[src/rtl/systolic_tile_ctrl.sv]
// Sequencer for one systolic-array tile: loads ARRAY_M weight rows, streams
// num_vec input vectors with per-row diagonal skew, then drains the array.
// Optional feature macro: SYSTOLIC_TILE_CTRL_ABORT_EN adds abort/aborted.
module systolic_tile_ctrl #(
  parameter int unsigned ARRAY_M      = 4,
  parameter int unsigned ARRAY_N      = 4,
  parameter int unsigned LOG2_ARRAY_M = 2,
  parameter int unsigned VEC_W        = 8
) (
  input  logic                    clk,
  input  logic                    rst,
  input  logic                    start,
  input  logic [VEC_W-1:0]        num_vec,
`ifdef SYSTOLIC_TILE_CTRL_ABORT_EN
  input  logic                    abort,
  output logic                    aborted,
`endif
  output logic                    busy,
  output logic                    done,
  output logic                    w_rd_en,
  output logic [LOG2_ARRAY_M-1:0] w_rd_addr,
  output logic [ARRAY_M-1:0]      set_w,
  output logic                    x_rd_en,
  output logic [VEC_W-1:0]        x_rd_addr,
  output logic [ARRAY_M-1:0]      x_row_en,
  output logic [ARRAY_N-1:0]      psum_valid
);

  // The skew line covers one register per PE row (x path) plus one per column
  // (psum path); DRAIN lasts exactly as long as that line is deep.
  localparam int unsigned DLY_LEN = ARRAY_M + ARRAY_N;
  localparam int unsigned DRAIN_W = $clog2(DLY_LEN + 1);

  localparam logic [DRAIN_W-1:0]      DRAIN_LAST = DRAIN_W'(DLY_LEN - 1);
  localparam logic [LOG2_ARRAY_M-1:0] ROW_LAST   = LOG2_ARRAY_M'(ARRAY_M - 1);
  localparam logic [ARRAY_M-1:0]      ROW_ONE    = ARRAY_M'(1);

  typedef enum logic [1:0] {
    ST_IDLE,
    ST_LOAD_W,
    ST_STREAM,
    ST_DRAIN
  } state_t;

  state_t                  state_q, state_d;
  logic [VEC_W-1:0]        nv_q, nv_d;
  logic [DRAIN_W-1:0]      drain_q, drain_d;
  logic                    busy_d;
  logic                    done_d;
  logic                    w_rd_en_d;
  logic [LOG2_ARRAY_M-1:0] w_rd_addr_d;
  logic                    x_rd_en_d;
  logic [VEC_W-1:0]        x_rd_addr_d;
  logic [DLY_LEN-1:0]      dly_q;
  logic                    abort_hit;

`ifdef SYSTOLIC_TILE_CTRL_ABORT_EN
  // Abort only has meaning while a tile is in flight.
  assign abort_hit = abort && busy;
`else
  assign abort_hit = 1'b0;
`endif

  // Next-state and next-output decode; every output is registered below.
  always_comb begin
    state_d     = state_q;
    nv_d        = nv_q;
    drain_d     = drain_q;
    done_d      = 1'b0;
    w_rd_en_d   = 1'b0;
    w_rd_addr_d = w_rd_addr;
    x_rd_en_d   = 1'b0;
    x_rd_addr_d = x_rd_addr;

    case (state_q)
      ST_IDLE: begin
        if (start) begin
          state_d     = ST_LOAD_W;
          nv_d        = num_vec;
          w_rd_en_d   = 1'b1;
          w_rd_addr_d = '0;
          x_rd_addr_d = '0;
        end
      end
      ST_LOAD_W: begin
        if (w_rd_addr == ROW_LAST) begin
          if (nv_q != '0) begin
            state_d     = ST_STREAM;
            x_rd_en_d   = 1'b1;
            x_rd_addr_d = '0;
          end else begin
            state_d = ST_DRAIN;
            drain_d = DRAIN_LAST;
          end
        end else begin
          w_rd_en_d   = 1'b1;
          w_rd_addr_d = w_rd_addr + LOG2_ARRAY_M'(1);
        end
      end
      ST_STREAM: begin
        // Leave on the last index, so the address never advances past num_vec-1.
        if (x_rd_addr == nv_q - VEC_W'(1)) begin
          state_d = ST_DRAIN;
          drain_d = DRAIN_LAST;
        end else begin
          x_rd_en_d   = 1'b1;
          x_rd_addr_d = x_rd_addr + VEC_W'(1);
        end
      end
      ST_DRAIN: begin
        if (drain_q == '0) begin
          state_d = ST_IDLE;
          done_d  = 1'b1;
        end else begin
          drain_d = drain_q - DRAIN_W'(1);
        end
      end
      default: state_d = ST_IDLE;
    endcase

    if (abort_hit) begin
      state_d     = ST_IDLE;
      drain_d     = '0;
      done_d      = 1'b0;
      w_rd_en_d   = 1'b0;
      w_rd_addr_d = '0;
      x_rd_en_d   = 1'b0;
      x_rd_addr_d = '0;
    end

    busy_d = (state_d != ST_IDLE);
  end

  // State, counters and registered control outputs.
  always_ff @(posedge clk) begin
    if (rst) begin
      state_q   <= ST_IDLE;
      nv_q      <= '0;
      drain_q   <= '0;
      busy      <= 1'b0;
      done      <= 1'b0;
      w_rd_en   <= 1'b0;
      w_rd_addr <= '0;
      x_rd_en   <= 1'b0;
      x_rd_addr <= '0;
    end else begin
      state_q   <= state_d;
      nv_q      <= nv_d;
      drain_q   <= drain_d;
      busy      <= busy_d;
      done      <= done_d;
      w_rd_en   <= w_rd_en_d;
      w_rd_addr <= w_rd_addr_d;
      x_rd_en   <= x_rd_en_d;
      x_rd_addr <= x_rd_addr_d;
    end
  end

  // Weight latch strobe: the row read last cycle is now on the buffer output.
  always_ff @(posedge clk) begin
    if (rst || abort_hit) begin
      set_w <= '0;
    end else if (w_rd_en) begin
      set_w <= ROW_ONE << w_rd_addr;
    end else begin
      set_w <= '0;
    end
  end

  // Diagonal skew line fed by x_rd_en; runs in every state.
  always_ff @(posedge clk) begin
    if (rst || abort_hit) begin
      dly_q <= '0;
    end else begin
      dly_q <= {dly_q[DLY_LEN-2:0], x_rd_en};
    end
  end

  assign x_row_en   = dly_q[ARRAY_M-1:0];
  assign psum_valid = dly_q[DLY_LEN-1:ARRAY_M];

`ifdef SYSTOLIC_TILE_CTRL_ABORT_EN
  // One-cycle acknowledge of an accepted abort.
  always_ff @(posedge clk) begin
    if (rst) begin
      aborted <= 1'b0;
    end else begin
      aborted <= abort_hit;
    end
  end
`endif

endmodule

[config.mk]
export PLATFORM = sky130hd
export DESIGN_NAME = systolic_tile_ctrl
export DESIGN_NICKNAME = d
export VERILOG_FILES = /design/src/rtl/systolic_tile_ctrl.sv
export SDC_FILE = /design/constraint.sdc
export NUM_CORES = 1
export LEC_CHECK = 0
export BUFFER_PORTS_ARGS = -buffer_cell sky130_fd_sc_hd__buf_2
export CAP_MARGIN = 30
export CORE_UTILIZATION = 30
export DETAILED_ROUTE_END_ITERATION = 10
export MAX_ROUTING_LAYER = met4
export PLACE_DENSITY = 0.58
export SETUP_SLACK_MARGIN = 0.1
export SYNTH_ARGS = -nofsm -noshare
export SYNTH_HDL_FRONTEND = slang
export SYNTH_SLANG_ARGS = --single-unit
[constraint.sdc]
create_clock -name clk -period 3 [get_ports clk]
set_input_delay 0.3 -clock clk [delete_from_list [all_inputs] [get_ports clk]]
set_output_delay 0.3 -clock clk [all_outputs]
set_load 0.02 [all_outputs]
==> impl_results.rst, run 1 <==
.. list-table::
   :header-rows: 1

   * - Metric
     - Value
   * - Number of CTS-inserted buffers
     - 5
   * - I/O pin total
     - 37
   * - Clk Latency, worst-skew pair
     - 290 ps
   * - Final RePlAce weighted congestion
     - 0.783
   * - Post-route setup TNS
     - 0 ps
   * - Final slew viol count
     - 0
   * - Global-route congestion overflow total
     - 0
   * - Initial antenna violation count
     - 0
   * - Shortest period the worst path allows
     - 2510 ps
   * - Critical Setup Path Class
     - flop to flop
   * - Clk pwr share
     - 0.188
   * - Clock tree sinks
     - 40
   * - Count of antenna-violating nets left after detailed routing
     - 0
   * - First-pass iteration count of the detailed router
     - 9
   * - Period Utilization, post-route
     - 0.836
   * - Sequential cell fraction of total power
     - 0.359
   * - Total standard cell area after synthesis
     - 0.00204 mm^2
   * - Static Leakage
     - 0.978 nW
   * - Die extent in y
     - 84.5 um
   * - Vias/cell
     - 4.96
   * - Overall power after layout
     - 0.00197 W
   * - Core outline area
     - 0.00646 mm^2
   * - Max-cap check violation count
     - 0
   * - Power density of the placed cells
     - 832 mW/mm^2
   * - Number of cells on the worst reg-to-reg path
     - 8
   * - Number of nets in the layout
     - 277
   * - Data arrival time of the worst path
     - 2740 ps
   * - Number of flip-flops and latches in the synthesized netlist
     - 40
   * - Outcome
     - finished, violations left
   * - Synth async-reset ratio
     - 0
   * - Bufs on Longest Clock Path
     - 2
   * - Remaining max-slew budget at the tightest pin
     - 0.507
   * - Maximum frequency from static timing analysis
     - 399 MHz
   * - Commonest cells after routing, fill and taps aside
     - dfxtp_1, buf_2, a21oi_1
   * - Topmost layer with routed signal wires
     - met4
   * - Final Hold Viols
     - 0
   * - Length of routed met3 wiring
     - 177 um
   * - Post-CTS setup buffer count
     - 0
   * - # port buffers
     - 36
   * - Setup crit start
     - state_q[0]$_SDFF_PP0_
   * - Maximum VDD drop
     - 334 uV
   * - Number of nets in the synthesized netlist
     - 242
   * - Critical Path Max Stage Delay
     - 410 ps
   * - Number of standard cells after synthesis
     - 222
   * - Proportion of synthesized chip area in sequential cells
     - 0.392
   * - Die X-Extent
     - 84.5 um
   * - Wl on met1
     - 2200 um
   * - Combinational share of power
     - 0.453
   * - Layout Skew
     - 7.07 ps
   * - Internal cell power
     - 0.00113 W
   * - CTS tree
     - done
   * - Count of flip-flops with a built-in enable after synthesis
     - 0
   * - Area growth, synth to finish
     - 15.9%
   * - Standard cell with the maximum stage delay on the critical path
     - ha_1
   * - Dominant register cell in the synthesized netlist
     - dfxtp_1
   * - Residual DRC count
     - 2
   * - Post-Syn Area per Cell
     - 9.20 um^2
   * - Endpoint required time on the critical path
     - 3230 ps
   * - Worst-path maximum fanout
     - 15
   * - Diode insertion count for antenna repair
     - 0
   * - Global-route total usage across every layer
     - 0.141
   * - Vias
     - 1660
   * - Largest net degree at the start of global routing
     - 36
   * - Clock transition at the registers of the reported paths
     - 80 ps
   * - Slew at the pin with the worst max-slew slack
     - 734 ps
   * - H-Tree Level Count
     - 2
   * - Routed length on met2
     - 2150 um
   * - Hold buffers post-CTS
     - 0
   * - Yosys Warn Count
     - 0
   * - Worst Setup Start Kind
     - flop
   * - Root buffer selected by CTS
     - clkbuf_8
   * - RSZ-0062 raised after global routing
     - no
   * - Detail Placement HPWL
     - 3360 um
   * - CTS-repair resized insts
     - 0
   * - Most common cell after layout, fill and taps aside
     - dfxtp_1
   * - Endpoint kind of the worst setup timing path
     - flop
   * - Die area
     - 0.00714 mm^2
   * - Total of endpoints with negative setup slack in the final report
     - 0
   * - CP Cell Sequence
     - inv_1 -> ha_1 -> nor2b_1 -> or2_2 -> a211oi_2 -> o41ai_4 -> or3_1 -> a21oi_1
   * - Cell Rows
     - 29
   * - Switching portion of total power
     - 0.424
   * - Endpoint of the most critical register-to-register path
     - x_rd_addr[4]$_SDFFE_PP0P_
   * - Avg WL per Cell
     - 13.7 um
   * - Share of final-layout standard cells stronger than drive strength 1
     - 0.233
   * - Worst-case register-to-register setup slack
     - 490 ps
   * - Effective utilization at floorplan
     - 0.316
   * - Wire length of the first global-routing pass
     - 7760 um
   * - Power spent charging and discharging nets
     - 0.000834 W
   * - Number of global-route vias before repair
     - 1613
   * - Post-Route WL
     - 4590 um
   * - Violated checks
     - DRC
   * - Launch point of the worst reg-to-reg path
     - state_q[0]$_SDFF_PP0_
   * - Capture point of the critical path
     - x_rd_addr[4]$_SDFFE_PP0P_
   * - Classification of the worst-slack hold path
     - primary input to flop
   * - Number of distinct library cells after synthesis
     - 51
   * - Violation count after the first detailed-routing iteration
     - 85
## area by class of cell
cell class,count,area (um^2)
Clock buffer,6,82.6
Clock inverter,2,10.0
Fill cell,684,4090
Inverter,10,37.5
Multi-Input combinational cell,164,1160
Sequential cell,40,801
Tap cell,77,96.3
Timing Repair Buffer,36,180
## cell families (layout without fill, tap and decap cells)
logic type,after synthesis,in the layout,share of synthesized area
compound gates,57,57,0.225
xor+xnor,10,10,0.0429
fa+ha+maj,9,9,0.0551
buf+inv,18,54,0.0404
flops,40,40,0.392
mux,1,1,0.00551
simple gates,87,87,0.239
## power groups by stage
| stage | logic, W | registers, W | clock network [W] |
|---|---|---|---|
| after CTS | 0.000898 | 0.000706 | 0.000387 |
| after floorplan | 0.000687 | 0.000727 | 0 |
| after detailed placement | 0.000893 | 0.000717 | 0 |
| after global placement | 0.000875 | 0.000720 | 0 |
| after global routing | 0.000993 | 0.000723 | 0.000406 |
| final | 0.000893 | 0.000707 | 0.000370 |
## critical path: cells and delay by family, from the launching register on
family | cells | cell delay [ps]
adders and majority gates | 1 | 410
AOI/OAI and AO/OA | 3 | 600
DFF | 1 | 390
buffers and inverters | 1 | 100
and+or+nand+nor | 3 | 950
## worst min path at each step
| stage | startpoint | to | slack (ps) | cells past startpoint |
|---|---|---|---|---|
| 2_1_floorplan | num_vec[3] | nv_q[3]$_SDFFE_PP0P_ | 450 | 2 |
| 3_3_place_gp | dly_q[5]$_SDFF_PP0_ | dly_q[6]$_SDFF_PP0_ | 450 | 1 |
| 3_5_place_dp | dly_q[5]$_SDFF_PP0_ | dly_q[6]$_SDFF_PP0_ | 450 | 1 |
| 4_1_cts | num_vec[6] | nv_q[6]$_SDFFE_PP0P_ | 240 | 3 |
| 5_1_grt | num_vec[6] | nv_q[6]$_SDFFE_PP0P_ | 260 | 3 |
| 6_report | num_vec[6] | nv_q[6]$_SDFFE_PP0P_ | 250 | 3 |
## per-stage QoR
step | std cells | worst slack, ps | cell area, um^2 | hold slack (ps) | util
detailed placement | 327 | 491 | 2270 | 451 | 0.352
CTS | 335 | 493 | 2370 | 243 | 0.367
floorplan | 222 | 836 | 2040 | 447 | -
global placement | 327 | 535 | 2270 | 447 | 0.352
finish | 335 | 493 | 2370 | 251 | 0.367
global route | 335 | 338 | 2370 | 257 | 0.367
## cell usage after synthesis, types with 2 or more instances
| cell type | count | area (um^2) |
|---|---|---|
| or3_1 | 7 | 43.8 |
| nor4_1 | 2 | 12.5 |
| nand2_1 | 18 | 67.6 |
| a211oi_2 | 2 | 25.0 |
| dfxtp_1 | 40 | 801 |
| o21bai_1 | 2 | 15.0 |
| o21ai_1 | 5 | 25.0 |
| nand3_1 | 14 | 70.1 |
| nor3b_1 | 2 | 15.0 |
| ha_1 | 9 | 113 |
| nor2b_1 | 13 | 81.3 |
| xnor2_1 | 4 | 35.0 |
| inv_1 | 10 | 37.5 |
| and3_1 | 5 | 31.3 |
| nand2b_1 | 4 | 25.0 |
| clkbuf_1 | 6 | 22.5 |
| nor2_1 | 10 | 37.5 |
| buf_6 | 2 | 22.5 |
| nor3_1 | 3 | 15.0 |
| o31ai_1 | 2 | 15.0 |
| xor2_1 | 6 | 52.6 |
| o21ai_0 | 5 | 25.0 |
| a21o_1 | 2 | 15.0 |
| a22oi_1 | 2 | 15.0 |
| a21oi_1 | 19 | 95.1 |
| a31oi_1 | 2 | 12.5 |
| nand4_1 | 2 | 12.5 |
## flip-flops by register name (all words and copies together) (netlist names)
| name | cells |
|---|---|
| busy | 1 |
| x_rd_addr | 8 |
| w_rd_en | 1 |
| nv_q | 8 |
| state_q | 2 |
| w_rd_addr | 2 |
| x_rd_en | 1 |
| dly_q | 8 |
| drain_q | 4 |
| done | 1 |
| set_w | 4 |
## routing by layer
metal,global-route usage,vias to the layer above
li1,-,865
met3,0.0324,5
met2,0.220,28
met5,-,-
met1,0.173,762
met4,0.0663,0
Note: power is estimated with default switching activity, not from simulation.
==> inputs of run 2 (changes only) <==
- clock period: 3 -> 2.5 ns (I/O delays scaled with it)
==> run 2 against run 1 <==
  * The flow still finishes with violations (DRC)
  * First-iteration DRC count decreased by 39%
  * Highest routed layer unchanged
  * Critical path depth increased by 1
  * Flip-flop and latch count unchanged
  * Critical endpoint is now x_rd_addr[7]$_SDFFE_PP0P_
  * Largest cell class unchanged
  * Largest power group unchanged
  * Maximum frequency increased by 11%
  * Clock skew increased by 1.6 ps
==> impl_results.rst, run 2 (synthesis gave the netlist of run 1 again) <==
.. list-table::
   :header-rows: 1

   * - Metric
     - Value
   * - Outcome
     - finished, violations left
   * - Violated checks
     - DRC
   * - Initial antenna violation count
     - 0 (unchanged)
   * - I/O pin total
     - 37 (unchanged)
   * - Power density of the placed cells
     - 983 mW/mm^2 (+18%)
   * - Standard cell with the maximum stage delay on the critical path
     - dfxtp_2
   * - Worst path setup slack after routing
     - 245 ps (-248 ps)
   * - Root buffer selected by CTS
     - clkbuf_8
   * - CP Cell Sequence
     - inv_1 -> ha_1 -> nor2b_1 -> or2_2 -> a211oi_4 -> o41ai_4 -> buf_4 -> or3_1 -> a21oi_1
   * - Count of antenna-violating nets left after detailed routing
     - 0 (unchanged)
   * - Core outline area
     - 0.00646 mm^2 (unchanged)
   * - Global-route total usage across every layer
     - 0.133 (-0.00846)
   * - Filler-free cell count of the finished design
     - 340 (+1.5%)
   * - Residual DRC count
     - 3 (+1)
   * - RSZ-0062 raised after global routing
     - no
   * - Critical Path Max Stage Delay
     - 370 ps (-40 ps)
   * - Layout Skew
     - 8.72 ps (+1.65 ps)
   * - Vias/cell
     - 4.99 (+0.61%)
   * - Max-cap check violation count
     - 0 (unchanged)
   * - Die X-Extent
     - 84.5 um (unchanged)
   * - Number of CTS-inserted buffers
     - 5 (unchanged)
   * - Critical Setup Path Class
     - flop to flop
   * - Commonest cells after routing, fill and taps aside
     - dfxtp_1, buf_2, a21oi_1
   * - Final slew viol count
     - 0 (unchanged)
   * - Area growth, synth to finish
     - 19.0%
   * - Violation count after the first detailed-routing iteration
     - 52 (-39%)
   * - Total of endpoints with negative setup slack in the final report
     - 0 (unchanged)
   * - Vias
     - 1695 (+2.1%)
   * - Die extent in y
     - 84.5 um (unchanged)
   * - Global-route congestion overflow total
     - 0 (unchanged)
   * - Worst Setup Start Kind
     - flop
   * - Classification of the worst-slack hold path
     - primary input to flop
   * - Maximum VDD drop
     - 400 uV (+20%)
   * - Slew at the pin with the worst max-slew slack
     - 629 ps (-106 ps)
   * - Post-route setup TNS
     - 0 ps (unchanged)
   * - CTS tree
     - done
   * - Largest registers
     - dly_q (8), nv_q (8), x_rd_addr (8)
   * - Avg WL per Cell
     - 12.9 um (-5.9%)
   * - # port buffers
     - 36 (unchanged)
   * - H-Tree Level Count
     - 2 (unchanged)
   * - Share of final-layout standard cells stronger than drive strength 1
     - 0.270 (+0.0374)
   * - Worst-path maximum fanout
     - 10 (-5)
   * - First-pass iteration count of the detailed router
     - 7 (-2)
   * - Worst path top cell family by delay
     - simple AND/OR/NAND/NOR gates
   * - Final Hold Viols
     - 0 (unchanged)
   * - Bufs on Longest Clock Path
     - 2 (unchanged)
   * - Remaining max-slew budget at the tightest pin
     - 0.581 (+0.0740)
   * - Cell Rows
     - 29 (unchanged)
   * - Multi-input logic area
     - 0.00119 mm^2 (+2.4%)
   * - Most common cell after layout, fill and taps aside
     - dfxtp_1
   * - Area taken by flip-flops and latches
     - 805 um^2 (+0.47%)
   * - Overall power after layout
     - 0.00239 W (+21%)
   * - Period Utilization, post-route
     - 0.902 (+0.0663)
   * - Setup Slack @ Placement
     - 126 ps (-365 ps)
   * - Fillers
     - 669 (-2.2%)
   * - Clock tree sinks
     - 40 (unchanged)
   * - Diode insertion count for antenna repair
     - 0 (unchanged)
   * - Final RePlAce weighted congestion
     - 0.795 (+1.4%)
   * - Largest net degree at the start of global routing
     - 36 (unchanged)
   * - Wire length of the first global-routing pass
     - 7540 um (-2.8%)
   * - Clock transition at the registers of the reported paths
     - 90 ps (about the same)
   * - Detail Placement HPWL
     - 3230 um (-3.7%)
   * - Data arrival time of the worst path
     - 2470 ps (-270 ps)
   * - Number of buffers and inverters on the critical path
     - 2 (+1)
   * - Static Leakage
     - 1.01 nW (+2.9%)
   * - Number of nets in the layout
     - 282 (+1.8%)
   * - Final core utilization
     - 0.376 (+0.00988)
   * - Post-Route WL
     - 4380 um (-4.5%)
   * - Endpoint kind of the worst setup timing path
     - flop
   * - Dpl cells
     - 330 (+0.92%)
   * - Shortest period the worst path allows
     - 2260 ps (-252 ps)
   * - Maximum frequency from static timing analysis
     - 443 MHz (+11%)
   * - Hold buffers post-CTS
     - 0 (unchanged)
   * - Endpoint required time on the critical path
     - 2720 ps (-510 ps)
   * - Number of global-route vias before repair
     - 1632 (+1.2%)
   * - Die area
     - 0.00714 mm^2 (unchanged)
   * - Effective utilization at floorplan
     - 0.316 (unchanged)
   * - Clk Latency, worst-skew pair
     - 290 ps (about the same)
[run 2: worst paths after layout]
check	from	cells after the start	slack, ps	to
setup / recovery	state_q[0]$_SDFF_PP0_	9	240	x_rd_addr[7]$_SDFFE_PP0P_
hold / removal	num_vec[0]	3	210	nv_q[0]$_SDFFE_PP0P_
setup reg to reg	state_q[0]$_SDFF_PP0_	9	240	x_rd_addr[7]$_SDFFE_PP0P_
hold reg to reg	dly_q[1]$_SDFF_PP0_	1	460	dly_q[2]$_SDFF_PP0_
[run 2: cell type report]
class | count | area share
Multi-Input combinational cell | 164 | 0.488
Sequential cell | 40 | 0.331
Timing Repair Buffer | 41 | 0.0896
Tap cell | 77 | 0.0396
Clock buffer | 5 | 0.0283
Inverter | 10 | 0.0154
Clock inverter | 3 | 0.00772
[run 2: tightest hold or removal path, stage by stage]
cell     delay [ps]
buf_2           100
nand3_1          60
a21oi_1          50
[run 2: stage by stage]
stage,area (um^2),hold slack [ps]
final,2430,210
after detailed placement,2300,444
after CTS,2380,208
after floorplan,2040,397
after global placement,2300,449
after global routing,2430,205
[run 2: timing repair]
action / 4_1_cts / 5_1_grt
gates resized for setup: 0 / 7
setup buffers: 0 / 2
endpoints found under the setup margin: 0 / 13
[run 2: where the power goes]
| group | leakage (nW) | internal, W | switching [W] |
|---|---|---|---|
| clock | 0.0479 | 0.000195 | 0.000229 |
| combinational | 0.632 | 0.000435 | 0.000679 |
| sequential | 0.326 | 0.000742 | 0.000108 |
[run 2: routing by layer]
layer | wire (um) | vias to the layer above | GRT usage
met2 | 2070 | 30 | 0.210
li1 | - | 877 | -
met3 | 177 | 2 | 0.0324
met5 | 0 | - | -
met1 | 2120 | 786 | 0.170
met4 | 18 | 0 | 0.0339
==> inputs of run 3 (changes only) <==
- RECOVER_POWER: default -> 50
==> run 3 against run 2 <==
  * The run ends with DRC, capacitance limit, slew limit left
  * Via count rose by 0.35%
  * Die area did not move
  * Register-to-register slack worse by 20 ps
  * Hold slack about the same
  * Setup slack got worse by 18 ps
  * Sequential power about the same
  * Cell area down 1.1%
  * Clock power about the same
  * Cell count is the same
  * First-iteration DRC count shrank 1.9%
==> impl_results.rst, run 3 (synthesis gave the netlist of run 1 again) <==
.. list-table::
   :header-rows: 1

   * - Metric
     - Value
   * - Slew at the pin with the worst max-slew slack
     - 1510 ps (+876 ps)
   * - Core outline area
     - 0.00646 mm^2 (unchanged)
   * - Critical Setup Path Class
     - flop to flop
   * - Avg WL per Cell
     - 12.8 um (-0.78%)
   * - Fillers
     - 682 (+1.9%)
   * - Largest net degree at the start of global routing
     - 36 (unchanged)
   * - Number of nets in the layout
     - 282 (unchanged)
   * - Remaining max-slew budget at the tightest pin
     - -0.00336 (-0.584)
   * - Final core utilization
     - 0.372 (-0.00426)
   * - Clock transition at the registers of the reported paths
     - 80 ps (about the same)
   * - Layout Skew
     - 6.71 ps (-2.01 ps)
   * - Number of CTS-inserted buffers
     - 5 (unchanged)
   * - Effective utilization at floorplan
     - 0.316 (unchanged)
   * - Classification of the worst-slack hold path
     - primary input to flop
   * - Endpoint kind of the worst setup timing path
     - flop
   * - I/O pin total
     - 37 (unchanged)
   * - Maximum frequency from static timing analysis
     - 440 MHz (-0.78%)
   * - Wire length of the first global-routing pass
     - 7540 um (unchanged)
   * - Root buffer selected by CTS
     - clkbuf_8
   * - RSZ-0062 raised after global routing
     - no
   * - H-Tree Level Count
     - 2 (unchanged)
   * - Total of endpoints with negative setup slack in the final report
     - 0 (unchanged)
   * - Bufs on Longest Clock Path
     - 2 (unchanged)
   * - Count of antenna-violating nets left after detailed routing
     - 0 (unchanged)
   * - Most common cell after layout, fill and taps aside
     - dfxtp_1
   * - Shortest period the worst path allows
     - 2270 ps (+17.8 ps)
   * - Worst-path maximum fanout
     - 8 (-2)
   * - Maximum VDD drop
     - 395 uV (-1.3%)
   * - Final Hold Viols
     - 0 (unchanged)
   * - Static Leakage
     - 0.913 nW (-9.3%)
   * - Final slew viol count
     - 35 (+35)
   * - Power density of the placed cells
     - 990 mW/mm^2 (+0.70%)
   * - Post-Route WL
     - 4350 um (-0.78%)
   * - Die X-Extent
     - 84.5 um (unchanged)
   * - Commonest cells after routing, fill and taps aside
     - dfxtp_1, clkbuf_1, a21oi_1
   * - Cell Rows
     - 29 (unchanged)
   * - Global-route total usage across every layer
     - 0.133 (unchanged)
   * - Initial antenna violation count
     - 0 (unchanged)
   * - Area growth, synth to finish
     - 17.6%
   * - Largest registers
     - dly_q (8), nv_q (8), x_rd_addr (8)
   * - Global-route congestion overflow total
     - 0 (unchanged)
   * - Detail Placement HPWL
     - 3230 um (unchanged)
   * - Residual DRC count
     - 2 (-1)
   * - Final RePlAce weighted congestion
     - 0.795 (unchanged)
   * - Violation count after the first detailed-routing iteration
     - 51 (-1.9%)
   * - Die extent in y
     - 84.5 um (unchanged)
   * - First-pass iteration count of the detailed router
     - 7 (unchanged)
   * - Number of global-route vias before repair
     - 1632 (unchanged)
   * - Worst Setup Start Kind
     - flop
   * - Clk Latency, worst-skew pair
     - 290 ps (about the same)
   * - Period Utilization, post-route
     - 0.909 (+0.00712)
   * - Clock tree sinks
     - 40 (unchanged)
   * - Post-route setup TNS
     - 0 ps (unchanged)
   * - Endpoint required time on the critical path
     - 2610 ps (-110 ps)
   * - Max-cap check violation count
     - 1 (+1)
   * - Data arrival time of the worst path
     - 2380 ps (-90 ps)
   * - CTS tree
     - done
   * - Diode insertion count for antenna repair
     - 0 (unchanged)
   * - # port buffers
     - 36 (unchanged)
   * - Violated checks
     - DRC, capacitance limit, slew limit
   * - Vias/cell
     - 5.00 (+0.35%)
   * - Die area
     - 0.00714 mm^2 (unchanged)
   * - Outcome
     - finished, violations left
   * - Vias
     - 1701 (+0.35%)
   * - Share of final-layout standard cells stronger than drive strength 1
     - 0.186 (-0.0837)
## run 3: timing repair
| action | in CTS | in global routing |
|---|---|---|
| setup buffers | 0 | 2 |
| gates resized for setup | 0 | 7 |
| setup endpoints to repair | 0 | 13 |
| hold buffers | 0 | 0 |
## run 3: power breakdown
group          total (W)  switching [W]  internal [W]
clock           0.000421       0.000227      0.000195
combinational    0.00111       0.000677      0.000428
sequential      0.000852       0.000109      0.000743
total            0.00238        0.00101       0.00137
## run 3: layer usage
layer | up-vias | global-route usage | share of wire
met5 | - | - | 0
met4 | 0 | 0.0339 | 0.0041
met3 | 2 | 0.0324 | 0.041
met2 | 30 | 0.210 | 0.48
met1 | 792 | 0.170 | 0.47
li1 | 877 | - | -
## run 3: worst paths after layout
kind / from / endpoint / slack [ps] / cells past startpoint
max: nv_q[0]$_SDFFE_PP0P_ / x_rd_addr[0]$_SDFFE_PP0P_ / 230 / 9
min: num_vec[2] / nv_q[2]$_SDFFE_PP0P_ / 210 / 3
max reg2reg: nv_q[0]$_SDFFE_PP0P_ / x_rd_addr[0]$_SDFFE_PP0P_ / 230 / 9
min reg2reg: dly_q[1]$_SDFF_PP0_ / dly_q[2]$_SDFF_PP0_ / 460 / 1
## run 3: cell type report
| type | instances | area (um^2) | share of cell area |
|---|---|---|---|
| multi-input combinational | 164 | 1190 | 0.494 |
| sequential | 40 | 805 | 0.335 |
| timing repair buffer | 41 | 190 | 0.0791 |
| tap | 77 | 96.3 | 0.0401 |
| clock buffer | 5 | 68.8 | 0.0286 |
| inverter | 10 | 37.5 | 0.0156 |
| clock inverter | 3 | 18.8 | 0.00781 |
## run 3: critical path, cell delays in order, from the launching register on
cell	delay [ps]
dfxtp_2	370
inv_1	70
ha_1	250
o21ba_1	190
a221oi_2	320
o22ai_4	170
o31ai_4	410
buf_4	180
or3_1	90
a21oi_1	50
## run 3: metrics by stage
| step | hold slack [ps] | cell area, um^2 | power [W] | instances | worst slack (ps) |
|---|---|---|---|---|---|
| after floorplan | 397 | 2040 | 0.00170 | 222 | 336 |
| after global placement | 449 | 2300 | 0.00192 | 330 | 198 |
| after detailed placement | 444 | 2300 | 0.00193 | 330 | 126 |
| after CTS | 208 | 2380 | 0.00237 | 338 | 106 |
| after global routing | 205 | 2400 | 0.00257 | 340 | 81.5 |
| final | 210 | 2400 | 0.00238 | 340 | 227 |
